$ cat src/rtl/alu_arbiter.sv
// Round-robin scheduler sharing one alu_top between two requesters. It holds the ALU
// inputs for a per-opcode latency and returns the sampled results on a tagged response.
//   state | meaning
//   IDLE  | arbitrating, readies may assert
//   EXEC  | ALU inputs driven, latency counting down
//   DONE  | response valid, waiting for rsp_ready
module alu_arbiter #(
    parameter int ALU_LAT = 2,
    parameter int MUL_LAT = 18
) (
    input  logic        clk,
    input  logic        rst,
    input  logic        req0_valid,
    output logic        req0_ready,
    input  logic [3:0]  req0_opcode,
    input  logic [15:0] req0_opx,
    input  logic [15:0] req0_opy,
    input  logic        req0_cin,
    input  logic        req1_valid,
    output logic        req1_ready,
    input  logic [3:0]  req1_opcode,
    input  logic [15:0] req1_opx,
    input  logic [15:0] req1_opy,
    input  logic        req1_cin,
    output logic [3:0]  alu_opcode,
    output logic [15:0] alu_opx,
    output logic [15:0] alu_opy,
    output logic        alu_cin,
    input  logic [15:0] alu_ar,
    input  logic [31:0] alu_mult,
    input  logic [3:0]  alu_sta,
    output logic        rsp_valid,
    input  logic        rsp_ready,
    output logic        rsp_id,
    output logic [15:0] rsp_ar,
    output logic [31:0] rsp_mult,
    output logic [3:0]  rsp_sta,
    output logic        rsp_err,
    output logic        busy
);

    typedef enum logic [1:0] {IDLE, EXEC, DONE} state_t;

    localparam logic [4:0] ALU_LOAD = 5'(ALU_LAT - 1);
    localparam logic [4:0] MUL_LOAD = 5'(MUL_LAT - 1);

    state_t      r_state;
    state_t      w_next;
    logic        r_last_grant;
    logic        r_id;
    logic [3:0]  r_opcode;
    logic [15:0] r_opx;
    logic [15:0] r_opy;
    logic        r_cin;
    logic [4:0]  r_cnt;
    logic [15:0] r_rsp_ar;
    logic [31:0] r_rsp_mult;
    logic [3:0]  r_rsp_sta;
    logic        r_rsp_err;

    logic        w_grant_id;
    logic        w_accept;
    logic [3:0]  w_sel_opcode;
    logic [15:0] w_sel_opx;
    logic [15:0] w_sel_opy;
    logic        w_sel_cin;
    logic        w_illegal;
    logic        w_is_mul;
    logic        w_exec_last;

    // With both valid, the requester that did not win last time gets the grant.
    always_comb begin
        w_grant_id   = (req0_valid && req1_valid) ? ~r_last_grant : req1_valid;
        req0_ready   = (r_state == IDLE) && req0_valid && !w_grant_id;
        req1_ready   = (r_state == IDLE) && req1_valid && w_grant_id;
        w_accept     = req0_ready || req1_ready;
        w_sel_opcode = w_grant_id ? req1_opcode : req0_opcode;
        w_sel_opx    = w_grant_id ? req1_opx : req0_opx;
        w_sel_opy    = w_grant_id ? req1_opy : req0_opy;
        w_sel_cin    = w_grant_id ? req1_cin : req0_cin;
        w_illegal    = (w_sel_opcode == 4'hF);
        w_is_mul     = (w_sel_opcode >= 4'hB);
        w_exec_last  = (r_state == EXEC) && (r_cnt == 5'd0);
    end

    always_ff @(posedge clk or negedge rst) begin
        if (!rst) r_state <= IDLE;
        else      r_state <= w_next;
    end

    always_comb begin
        w_next = r_state;
        case (r_state)
            IDLE:    if (w_accept) w_next = w_illegal ? DONE : EXEC;
            EXEC:    if (r_cnt == 5'd0) w_next = DONE;
            DONE:    if (rsp_ready) w_next = IDLE;
            default: w_next = IDLE;
        endcase
    end

    // Operands are only captured for legal opcodes so the ALU never sees an illegal command.
    always_ff @(posedge clk or negedge rst) begin
        if (!rst) begin
            r_last_grant <= 1'b1;
            r_id         <= 1'b0;
            r_opcode     <= 4'h0;
            r_opx        <= 16'h0;
            r_opy        <= 16'h0;
            r_cin        <= 1'b0;
            r_cnt        <= 5'd0;
            r_rsp_ar     <= 16'h0;
            r_rsp_mult   <= 32'h0;
            r_rsp_sta    <= 4'h0;
            r_rsp_err    <= 1'b0;
        end else begin
            if (w_accept) begin
                r_id         <= w_grant_id;
                r_last_grant <= w_grant_id;
                if (w_illegal) begin
                    r_rsp_ar   <= 16'h0;
                    r_rsp_mult <= 32'h0;
                    r_rsp_sta  <= 4'h0;
                    r_rsp_err  <= 1'b1;
                end else begin
                    r_opcode <= w_sel_opcode;
                    r_opx    <= w_sel_opx;
                    r_opy    <= w_sel_opy;
                    r_cin    <= w_sel_cin;
                    r_cnt    <= w_is_mul ? MUL_LOAD : ALU_LOAD;
                end
            end
            if (w_exec_last) begin
                r_rsp_ar   <= alu_ar;
                r_rsp_mult <= alu_mult;
                r_rsp_sta  <= alu_sta;
                r_rsp_err  <= 1'b0;
            end else if (r_state == EXEC) begin
                r_cnt <= r_cnt - 5'd1;
            end
        end
    end

    always_comb begin
        alu_opcode = (r_state == EXEC) ? r_opcode : 4'h0;
        alu_opx    = r_opx;
        alu_opy    = r_opy;
        alu_cin    = r_cin;
        rsp_valid  = (r_state == DONE);
        rsp_id     = r_id;
        rsp_ar     = r_rsp_ar;
        rsp_mult   = r_rsp_mult;
        rsp_sta    = r_rsp_sta;
        rsp_err    = r_rsp_err;
        busy       = (r_state != IDLE);
    end

endmodule

$ cat config.mk
export PLATFORM = sky130hd
export DESIGN_NAME = alu_arbiter
export DESIGN_NICKNAME = d
export VERILOG_FILES = /design/src/rtl/alu_arbiter.sv
export SDC_FILE = /design/constraint.sdc
export NUM_CORES = 1
export LEC_CHECK = 0
export CAP_MARGIN = 20
export CORE_AREA = 2 2 105 107
export DETAILED_ROUTE_END_ITERATION = 16
export DIE_AREA = 0 0 107 109
export GPL_TIMING_DRIVEN = 1
export HOLD_SLACK_MARGIN = 0.03
export PLACE_DENSITY = 0.95
export SLEW_MARGIN = 20
export SYNTH_ARGS = -nofsm -noshare
export SYNTH_HDL_FRONTEND = slang
export SYNTH_SLANG_ARGS = --single-unit
export TNS_END_PERCENT = 5
$ cat constraint.sdc
create_clock -name clk -period 4.4 [get_ports clk]
set_clock_uncertainty 0.1 [all_clocks]
set_input_delay 0.44 -clock clk [delete_from_list [all_inputs] [get_ports clk]]
set_output_delay 0.44 -clock clk [all_outputs]
set_load 0.1 [all_outputs]
======== After elaboration in Yosys (flattened, before gate mapping) ========
Index checks and enable logic that the tools add are counted.
operators by class
  $add $sub $neg .......................... 1
  divide/modulo/power cells ............... 0
  $lt $le $gt $ge ......................... 1
  muxes and demuxes ....................... 28
  multiply operators ...................... 0
  reductions and logical operators ........ 16
  equal/unequal tests ..................... 6
  shift-type cells ........................ 0
  bitwise gates (word level) .............. 2
operators with widths
  kind                                                                      count
  32-bit 2-to-1 mux                                                         3
  16-bit 2-to-1 mux                                                         5
  5-bit 2-to-1 mux                                                          5
  4-bit 2-to-1 mux                                                          5
  2-bit 2-to-1 mux                                                          4
  1-bit logical AND                                                         6
  2-bit one-hot mux with 3 select lines                                     1
  2-bit nonzero test                                                        3
  5-bit zero test                                                           1
  1-bit 2-to-1 mux                                                          5
  5-bit by 1-bit subtractor with 5-bit output (second input constant)       1
  4-bit == test (second input constant)                                     1
  4-bit greater-or-equal comparator (second input constant)                 1
  2-bit by 1-bit inequality test with 1-bit output (second input constant)  2
  2-bit AND reduction                                                       2
  3-bit AND reduction                                                       1
  2-bit by 1-bit == test with 1-bit output (second input constant)          1
  2-bit == test (second input constant)                                     1
  2-bit zero test                                                           1
  2-bit inequality test (second input constant)                             1
  1-bit inverter                                                            2
  1-bit zero test                                                           1
  1-bit logical OR                                                          1
word-level totals
  ROM bits ................................ 0
  logic and storage cells ................. 66
  memories ................................ 0
  output and inout port bits .............. 95
  flip-flop bits (word level) ............. 99
  bits in writable memories ............... 0
  bits of input ports ..................... 131
  bits in latches ......................... 0

======== Logic depth before layout (Yosys ltp) ========
Gate-level depths: netlist of the first run.
  depth after elaboration ................. 9
  gate-level depth with buffers ........... 7
  gate-level depth less buffers ........... 6

======== Least setup slack after synthesis of the first run ========
OpenSTA, ideal clock, no wires.
  path type ............................... reg-to-output
  from .................................... reg r_last_grant
  to ...................................... out req0_ready
  path slack .............................. 1.720 ns
  cell stages (with the launch flop) ...... 4
  data arrival time ....................... 2.140 ns
  buffers on the path ..................... 1
  required time ........................... 3.860 ns
  cell sequence ........................... dfstp_2 -> a21boi_4 -> buf_1 -> nor2_1
between the ends
  word-level cells in the longest chain between the ends .. 4
RTL lines
  what                    RTL line  text
  start, declared         49        logic r_last_grant;
  start signal, assigned  118       r_last_grant <= w_grant_id;
  1-bit inverter          73        w_grant_id = (req0_valid && req1_valid) ? ~r_last_grant : req1_valid;
  1-bit 2-to-1 mux        73
  1-bit zero test         74        req0_ready = (r_state == IDLE) && req0_valid && !w_grant_id;
  1-bit logical AND       74
  end, declared           14        output logic req0_ready,
No other way between the ends.

======== Worst setup path after layout of the first run ========
  from .................................... reg r_state[1]
  to ...................................... out alu_opcode[1]
between the ends
  word-level cells in the longest chain between the ends .. 2
RTL lines
  what                                      RTL line  text
  start, declared                           47        state_t r_state;
  start signal, assigned                    88        else r_state <= w_next;
  2-bit by 1-bit == test with 1-bit output  144       alu_opcode = (r_state == EXEC) ? r_opcode : 4'h0;
  4-bit 2-to-1 mux                          144
  end, declared                             25        output logic [3:0] alu_opcode,
No other way between the ends.

==> results_dict.tcl, run 1 <==
set metrics [dict create \
    hp-class "primary input to async pin" \
    cts_made_buffers 9 \
    fp.dieArea_um2 11700 \
    synth_adder_area_share_pct 0.283 \
    ios 226 \
    clock_sinks 99 \
    reg2reg_slack_ns 1.75 \
    r2r_start "r_cnt[0]" \
    ys_seq_elements 99 \
    cts_tree "done" \
    dp_hpwl_um 8960 \
    maxCapViolCount 0 \
    hold_violations 0 \
    ys_warn_count 0 \
    worst-r2r-cell-count 8 \
    clock_tree.buffer_depth 2 \
    final.setup.worst_slack_ns 1.16 \
    ys_async_sr_fraction_pct 100 \
    r2r-end "rsp_mult[14]" \
    antenna_found_initial 0 \
    syn_inst 305 \
    min_period_ns 3.24 \
    wl_um 11900 \
    worst_skew_pair.late_latency_ns 0.35 \
    synth-simple-area-share_pct 4.02 \
    grt_pass1_vias 3456 \
    crit_arrival_ns 2.70 \
    seq_area_frac_synth_pct 56.1 \
    tightestPinTransition_ns 1.02 \
    portBuffers 225 \
    yosys.cell_types.count 37 \
    grt_use_total_pct 20.4 \
    initial_utilization_pct 41.6 \
    fin_nets 656 \
    post-route-drc-count 0 \
    num_rows 38 \
    required_ns 3.86 \
    cts_hold_buf 0 \
    synth_top_area_share_pct 55.5 \
    grt_overflow_total 0 \
    vias 3380 \
    antenna_cells 0 \
    synth-xor-area-share_pct 0.397 \
    synthFlopType "dfrtp_1" \
    hold_ws_ns 0.0305 \
    syn-cell-area_um2 4420 \
    drt-initial-drc-count 197 \
    synth_area_leaders "dfrtp_1 (56%), mux2_4 (12%), a22o_1 (11%)" \
    grt_pass1_wl_um 18300 \
    ctsHtreeMaxLevel 3 \
    critPathMaxFanout 10 \
    cts_resized 0 \
    status "finished clean" \
    period_share_pct 73.7 \
    drv_slew 0 \
    grt_max_degree 57 \
    fmax_mhz 309 \
    yosys-top-cells-count "dfrtp_1 (98), a22o_1 (53), mux2_4 (35), mux2_2 (34)" \
    cts-root-buf "clkbuf_8" \
    maxSlewHeadroom_pct 31.8 \
    setup_viol 0 \
    tns_ns 0 \
    syn_nets 437 \
    start_kind "register" \
    synth_mux_area_share_pct 21.3 \
    synth_edf_count 0 \
    synth_top_family_by_area "multiplexers" \
    synth_largest_area_cell "dfrtp_1" \
    dr.pass1.iters 4 \
    place.gp.congestion 0.799 \
    area_delta_synth_final_pct 56.8 \
    criticalPathCategory "register to primary output" \
    syn_area_per_cell_um2 14.5 \
    pre_cts_ws_ns 1.51 \
    drive_above_1_share_pct 18.4 \
    die_y_um 109 \
    clk_pin_slew_ns 0.10 \
    endpoint_kind "primary output" \
    coreArea_um2 10600 \
    cts_setup_buffers 0 \
    antenna_left 0 \
    via_per_inst 5.06 \
    rsz0062_at_grt "no" \
    die_w_um 107 \
    synth_compound_area_share_pct 13.8 \
    wl_per_cell_um 17.8 \
    yosysMostFrequentCell "dfrtp_1" \
]
## stage by stage
stage / std cells / util (%) / instance area [um2]
CTS: 668 / 65.3 / 6920
detailed placement: 653 / 63.3 / 6710
finish: 668 / 65.3 / 6920
global route: 668 / 65.3 / 6920
global placement: 653 / 63.3 / 6710
floorplan: 305 / - / 4420
## critical path, stage by stage (launching register included)
cell and delay, ns:
dfrtp_1 0.41, nor2b_1 0.53, and2_1 0.23, clkdlybuf4s50_1 1.17
## cells in the final DEF, fill, tap and decap left out, types with 2 or more instances in the layout
cell             synthesis  final
a21oi_1                  7      7
a22o_1                  53     53
and2_1                   6      6
buf_4                    0      7
bufinv_16                0      2
clkbuf_8                 0      9
clkdlybuf4s50_1          0    222
clkinvlp_4               0      2
dfrtp_1                 98     98
inv_1                    5      5
mux2_2                  34     34
mux2_4                  35     35
mux2i_1                  3      3
nand2_1                 10     10
nand2b_1                 4      4
nand4_1                  2      2
nor2_1                   3      3
o22ai_1                  3      3
xor2_1                   2      2
## per-layer routing
| layer | wire length (um) | global-route usage [%] | vias up |
|---|---|---|---|
| met2 | 6050 | 35.7 | 167 |
| met1 | 4910 | 26.0 | 1641 |
| li1 | - | - | 1562 |
| met3 | 831 | 3.77 | 10 |
| met5 | 0 | 0 | - |
| met4 | 129 | 5.84 | 0 |
## worst max path at each step
stage,from,end,slack [ns],depth (start not counted)
floorplan,r_last_grant,req0_ready,1.72,3
global placement,req1_valid,req1_ready,1.61,5
CTS,r_state[1],alu_opcode[1],1.16,3
global route,r_state[0],alu_opcode[1],1.02,3
detailed placement,req1_valid,req1_ready,1.51,5
finish,r_state[1],alu_opcode[1],1.16,3
## final cells by class
| cell class | count | area (um2) |
|---|---|---|
| Clock buffer | 9 | 124 |
| Clock inverter | 6 | 88.8 |
| Fill cell | 792 | 3680 |
| Inverter | 5 | 18.8 |
| Multi-Input combinational cell | 180 | 1760 |
| Sequential cell | 99 | 2480 |
| Tap cell | 140 | 175 |
| Timing Repair Buffer | 229 | 2270 |
## flip-flops by register name, summed over array words and instances (netlist names)
signal        cells
r_cnt             5
alu_opx          16
r_state           2
alu_cin           1
r_opcode          4
rsp_ar           16
rsp_id            1
rsp_err           1
alu_opy          16
rsp_mult         32
rsp_sta           4
r_last_grant      1
## cells by family after synthesis
| kind of cell | after synthesis |
|---|---|
| and+or+nand+nor | 31 |
| AOI/OAI and AO/OA | 74 |
| muxes | 72 |
| buffers and inverters | 26 |
| DFF | 99 |
| xor gates and xnor gates | 2 |
| adders and majority gates | 1 |
Power of run 1 is left out: the tool's default activity adds up to more than one toggle a clock period on the data nets, which glitch-free logic cannot reach.
==> run 2, diff against run 1 <==
--- a/config.mk
+++ b/config.mk
@@ -6,12 +6,12 @@
 export NUM_CORES = 1
 export LEC_CHECK = 0
 export CAP_MARGIN = 20
-export CORE_AREA = 2 2 105 107
+export CORE_AREA = 2 2 109 111
 export DETAILED_ROUTE_END_ITERATION = 16
-export DIE_AREA = 0 0 107 109
+export DIE_AREA = 0 0 111 113
 export GPL_TIMING_DRIVEN = 1
 export HOLD_SLACK_MARGIN = 0.03
-export PLACE_DENSITY = 0.95
+export PLACE_DENSITY = 0.9
 export SLEW_MARGIN = 20
 export SYNTH_ARGS = -nofsm -noshare
 export SYNTH_HDL_FRONTEND = slang
==> constraint.sdc (replaced) <==
create_clock -name clk -period 3.1 [get_ports clk]
set_clock_uncertainty 0.1 [all_clocks]
set_input_delay 0.31 -clock clk [delete_from_list [all_inputs] [get_ports clk]]
set_output_delay 0.31 -clock clk [all_outputs]
set_load 0.1 [all_outputs]
==> results_dict.tcl, run 2 (same netlist as run 1, synthesis figures left out) <==
set metrics [dict create \
    via_per_inst 5.10 \
    fin_nets 659 \
    drv_slew 0 \
    regArea_um2 2480 \
    portBuffers 225 \
    maxCapViolCount 0 \
    hold_violations 0 \
    criticalPathCategory "primary input to primary output" \
    final_common_cell "clkdlybuf4s50_1" \
    cts_setup_buffers 0 \
    tns_ns 0 \
    initial_utilization_pct 39.2 \
    place.gp.congestion 0.836 \
    tightestPinTransition_ns 0.979 \
    antenna_left 0 \
    period_share_pct 76.7 \
    fmax_mhz 421 \
    grt_use_total_pct 19.4 \
    grt_max_degree 100 \
    ctsHtreeMaxLevel 3 \
    min_period_ns 2.38 \
    drt-initial-drc-count 270 \
    start_kind "primary input" \
    hold_ws_ns 0.399 \
    post-route-drc-count 0 \
    cts-root-buf "clkbuf_16" \
    area_delta_synth_final_pct 55.8 \
    multi_input_area_um2 1760 \
    vias 3442 \
    dp_hpwl_um 8840 \
    antenna_cells 0 \
    crit_arrival_ns 1.97 \
    ios 226 \
    wl_per_cell_um 17.9 \
    status "finished clean" \
    antenna_found_initial 0 \
    die_y_um 113 \
    coreArea_um2 11300 \
    grt_pass1_wl_um 19500 \
    endpoint_kind "primary output" \
    grt_overflow_total 0 \
    cts_made_buffers 9 \
    worst_skew_pair.late_latency_ns 0.34 \
    largest_reg_flops 32 \
    final_cell_mix "clkdlybuf4s50_1 (141), dfrtp_1 (98), buf_4 (86)" \
    rsz0062_at_grt "no" \
    clock_tree.buffer_depth 2 \
    drive_above_1_share_pct 34.0 \
    grt_pass1_vias 3712 \
    setup_viol 0 \
    num_rows 39 \
    critPathMaxFanout 32 \
    die_w_um 111 \
    clk_pin_slew_ns 0.07 \
    fillers 833 \
    clock_sinks 99 \
    dr.pass1.iters 4 \
    cts_tree "done" \
    maxSlewHeadroom_pct 34.5 \
    wl_um 12100 \
    fp.dieArea_um2 12500 \
    hp-class "register to register" \
    required_ns 2.69 \
]
run 2: cell types whose count changed in the layout (fill, tap and decap cells not counted), moves of 3 or more:
cell / change
buf_12: +3
clkdlybuf4s50_1: -81
clkbuf_8: -9
clkbuf_16: +9
buf_4: +79
clkinv_4: +3
run 2: per-stage QoR:
step	utilization (%)	instances	setup slack, ns	instance area [um2]
4_1_cts	61.0	675	0.697	6880
6_report	61.0	675	0.724	6880
2_1_floorplan	-	305	0.550	4420
3_5_place_dp	58.4	658	0.494	6590
5_1_grt	61.0	675	0.554	6880
3_3_place_gp	58.2	657	0.415	6560
run 2: per-layer routing:
layer	global-route usage, %	vias to the layer above	share of wire, %
li1	-	1577	-
met1	23.9	1682	41
met2	33.0	172	49
met3	5.57	11	8.5
met4	6.50	0	1.1
met5	0	-	0
run 2: worst max-delay path, stage by stage:
cell,delay (ns)
clkdlybuf4s50_1,0.52
a21boi_4,0.26
buf_4,0.40
and2_1,0.28
buf_12,0.20
run 2: area by class of cell:
cell class              instances  area share, %
flip-flops and latches         99           36.0
repair buffers                232           31.3
multi-input cells             180           25.7
clock buffers                   9           3.27
well taps                     143           2.60
clock inverters                 7          0.837
inverters                       5          0.273
run 2: worst paths after layout:
kind	startpoint	slack [ns]	to	cells past startpoint
setup / recovery	req1_valid	0.72	req1_ready	5
hold / removal	rsp_ar[1]	0.40	rsp_ar[1]	1
setup reg to reg	r_state[1]	0.73	alu_opx[8]	4
hold reg to reg	rsp_ar[1]	0.40	rsp_ar[1]	1
max in group asynchronous	rst	2.00	rsp_mult[28]	3
min in group asynchronous	rst	0.45	rsp_mult[19]	3
run 2: what timing repair did:
action	CTS	global route
hold endpoints to repair	98	0
hold buffers	1	0
gates resized for setup	0	0
Power of run 2 is left out for the same reason.
==> run 3, diff against run 2 <==
==> constraint.sdc (replaced) <==
create_clock -name clk -period 2.2 [get_ports clk]
set_clock_uncertainty 0.1 [all_clocks]
set_input_delay 0.22 -clock clk [delete_from_list [all_inputs] [get_ports clk]]
set_output_delay 0.22 -clock clk [all_outputs]
set_load 0.1 [all_outputs]
==> results_dict.tcl, run 3 (same netlist as run 1, synthesis figures left out) <==
set metrics [dict create \
    via_per_inst 5.04 \
    wl_per_cell_um 16.8 \
    grt_max_degree 54 \
    drive_above_1_share_pct 37.5 \
    required_ns 2.31 \
    dr.pass1.iters 6 \
    antenna_cells 0 \
    ios 226 \
    placed_area_um2 6680 \
    die_w_um 111 \
    worst_skew_pair.late_latency_ns 0.33 \
    fin_nets 668 \
    coreArea_um2 11300 \
    dp_hpwl_um 8880 \
    cts_tree "done" \
    final_common_cell "clkdlybuf4s50_1" \
    critPathMaxFanout 42 \
    drv_slew 0 \
    clock_sinks 99 \
    maxCapViolCount 0 \
    grt_overflow_total 0 \
    rsz0062_at_grt "no" \
    antenna_found_initial 0 \
    portBuffers 225 \
    r2r-end "rsp_sta[1]" \
    hp-class "primary input to async pin" \
    final_cell_mix "clkdlybuf4s50_1 (129), buf_4 (102), dfrtp_1 (98)" \
    cts_made_buffers 9 \
    endpoint_kind "register" \
    clk_pin_slew_ns 0.07 \
    criticalPathCategory "register to register" \
    r2r_start "r_cnt[0]" \
    area_delta_synth_final_pct 58.5 \
    maxSlewHeadroom_pct 56.7 \
    design_area_um2 7000 \
    post-route-drc-count 0 \
    initial_utilization_pct 39.2 \
    place.gp.congestion 0.851 \
    drt-initial-drc-count 202 \
    largest_reg_flops 32 \
    cts_resized 0 \
    min_period_ns 2.05 \
    worst-r2r-cell-count 7 \
    num_rows 39 \
    start_kind "register" \
    period_share_pct 93.4 \
    ctsHtreeMaxLevel 3 \
    clock_tree.buffer_depth 2 \
    hold_violations 0 \
    final.setup.worst_slack_ns 0.146 \
    final_core_util_pct 62.1 \
    wl_um 11500 \
    antenna_left 0 \
    status "finished clean" \
    crit_arrival_ns 2.17 \
    grt_use_total_pct 18.1 \
    fmax_mhz 487 \
    cts-root-buf "clkbuf_16" \
    pre_cts_ws_ns -0.126 \
    fp.dieArea_um2 12500 \
    reg2reg_slack_ns 0.15 \
    grt_pass1_wl_um 18100 \
    hold_ws_ns 0.331 \
    die_y_um 113 \
    vias 3445 \
    grt_pass1_vias 3568 \
    setup_viol 0 \
    tightestPinTransition_ns 0.649 \
]
run 3: cell count changes in the layout (fill, tap and decap cells not counted), moves of 2 or more:
cell and delta:
buf_12 +6, clkinvlp_4 +2, buf_4 +16, clkdlybuf4s50_1 -12, clkinv_4 -2
run 3: how the worst max path moves through the flow:
stage                 startpoint          end  slack, ns  cells past startpoint
global route          r_state[1]  r_opcode[2]       0.02                      5
global placement      req1_valid    rsp_ar[8]      -0.05                      8
CTS                 r_last_grant  r_opcode[2]       0.15                      5
detailed placement    req0_valid  r_opcode[2]      -0.13                      6
floorplan           r_last_grant   req1_ready       0.12                      3
finish                  r_cnt[0]   rsp_sta[1]       0.15                      7
run 3: critical path: stages (launching register included):
cell and delay, ns:
dfrtp_1 0.42, inv_1 0.08, ha_1 0.20, or4b_4 0.51, nor2_4 0.16, a21oi_4 0.07, buf_12 0.18, a22o_1 0.21
run 3: what timing repair did:
action / 4_1_cts / 5_1_grt
hold buffers: 1 / 0
setup buffers: 0 / 0
endpoints found under the hold margin: 45 / 0
run 3: per-layer routing:
layer | GRT usage [%] | share of wire [%] | vias up
met1 | 22.5 | 42 | 1657
met3 | 4.77 | 7.7 | 17
met5 | 0 | 0 | -
met4 | 5.83 | 1.7 | 0
li1 | - | - | 1587
met2 | 30.8 | 49 | 184
run 3: cell type report:
cell class | instances | area, um2
multi-input cells | 180 | 1770
well taps | 143 | 179
clock buffers | 10 | 239
repair buffers | 241 | 2250
flip-flops and latches | 99 | 2480
fillers | 828 | 4270
clock inverters | 6 | 71.3
inverters | 5 | 18.8
run 3: stage by stage:
stage	TNS, ns	instances
CTS	0	684
global route	0	684
finish	0	684
global placement	-2.95	667
detailed placement	-6.55	667
floorplan	0	305
Power of run 3 is left out for the same reason.
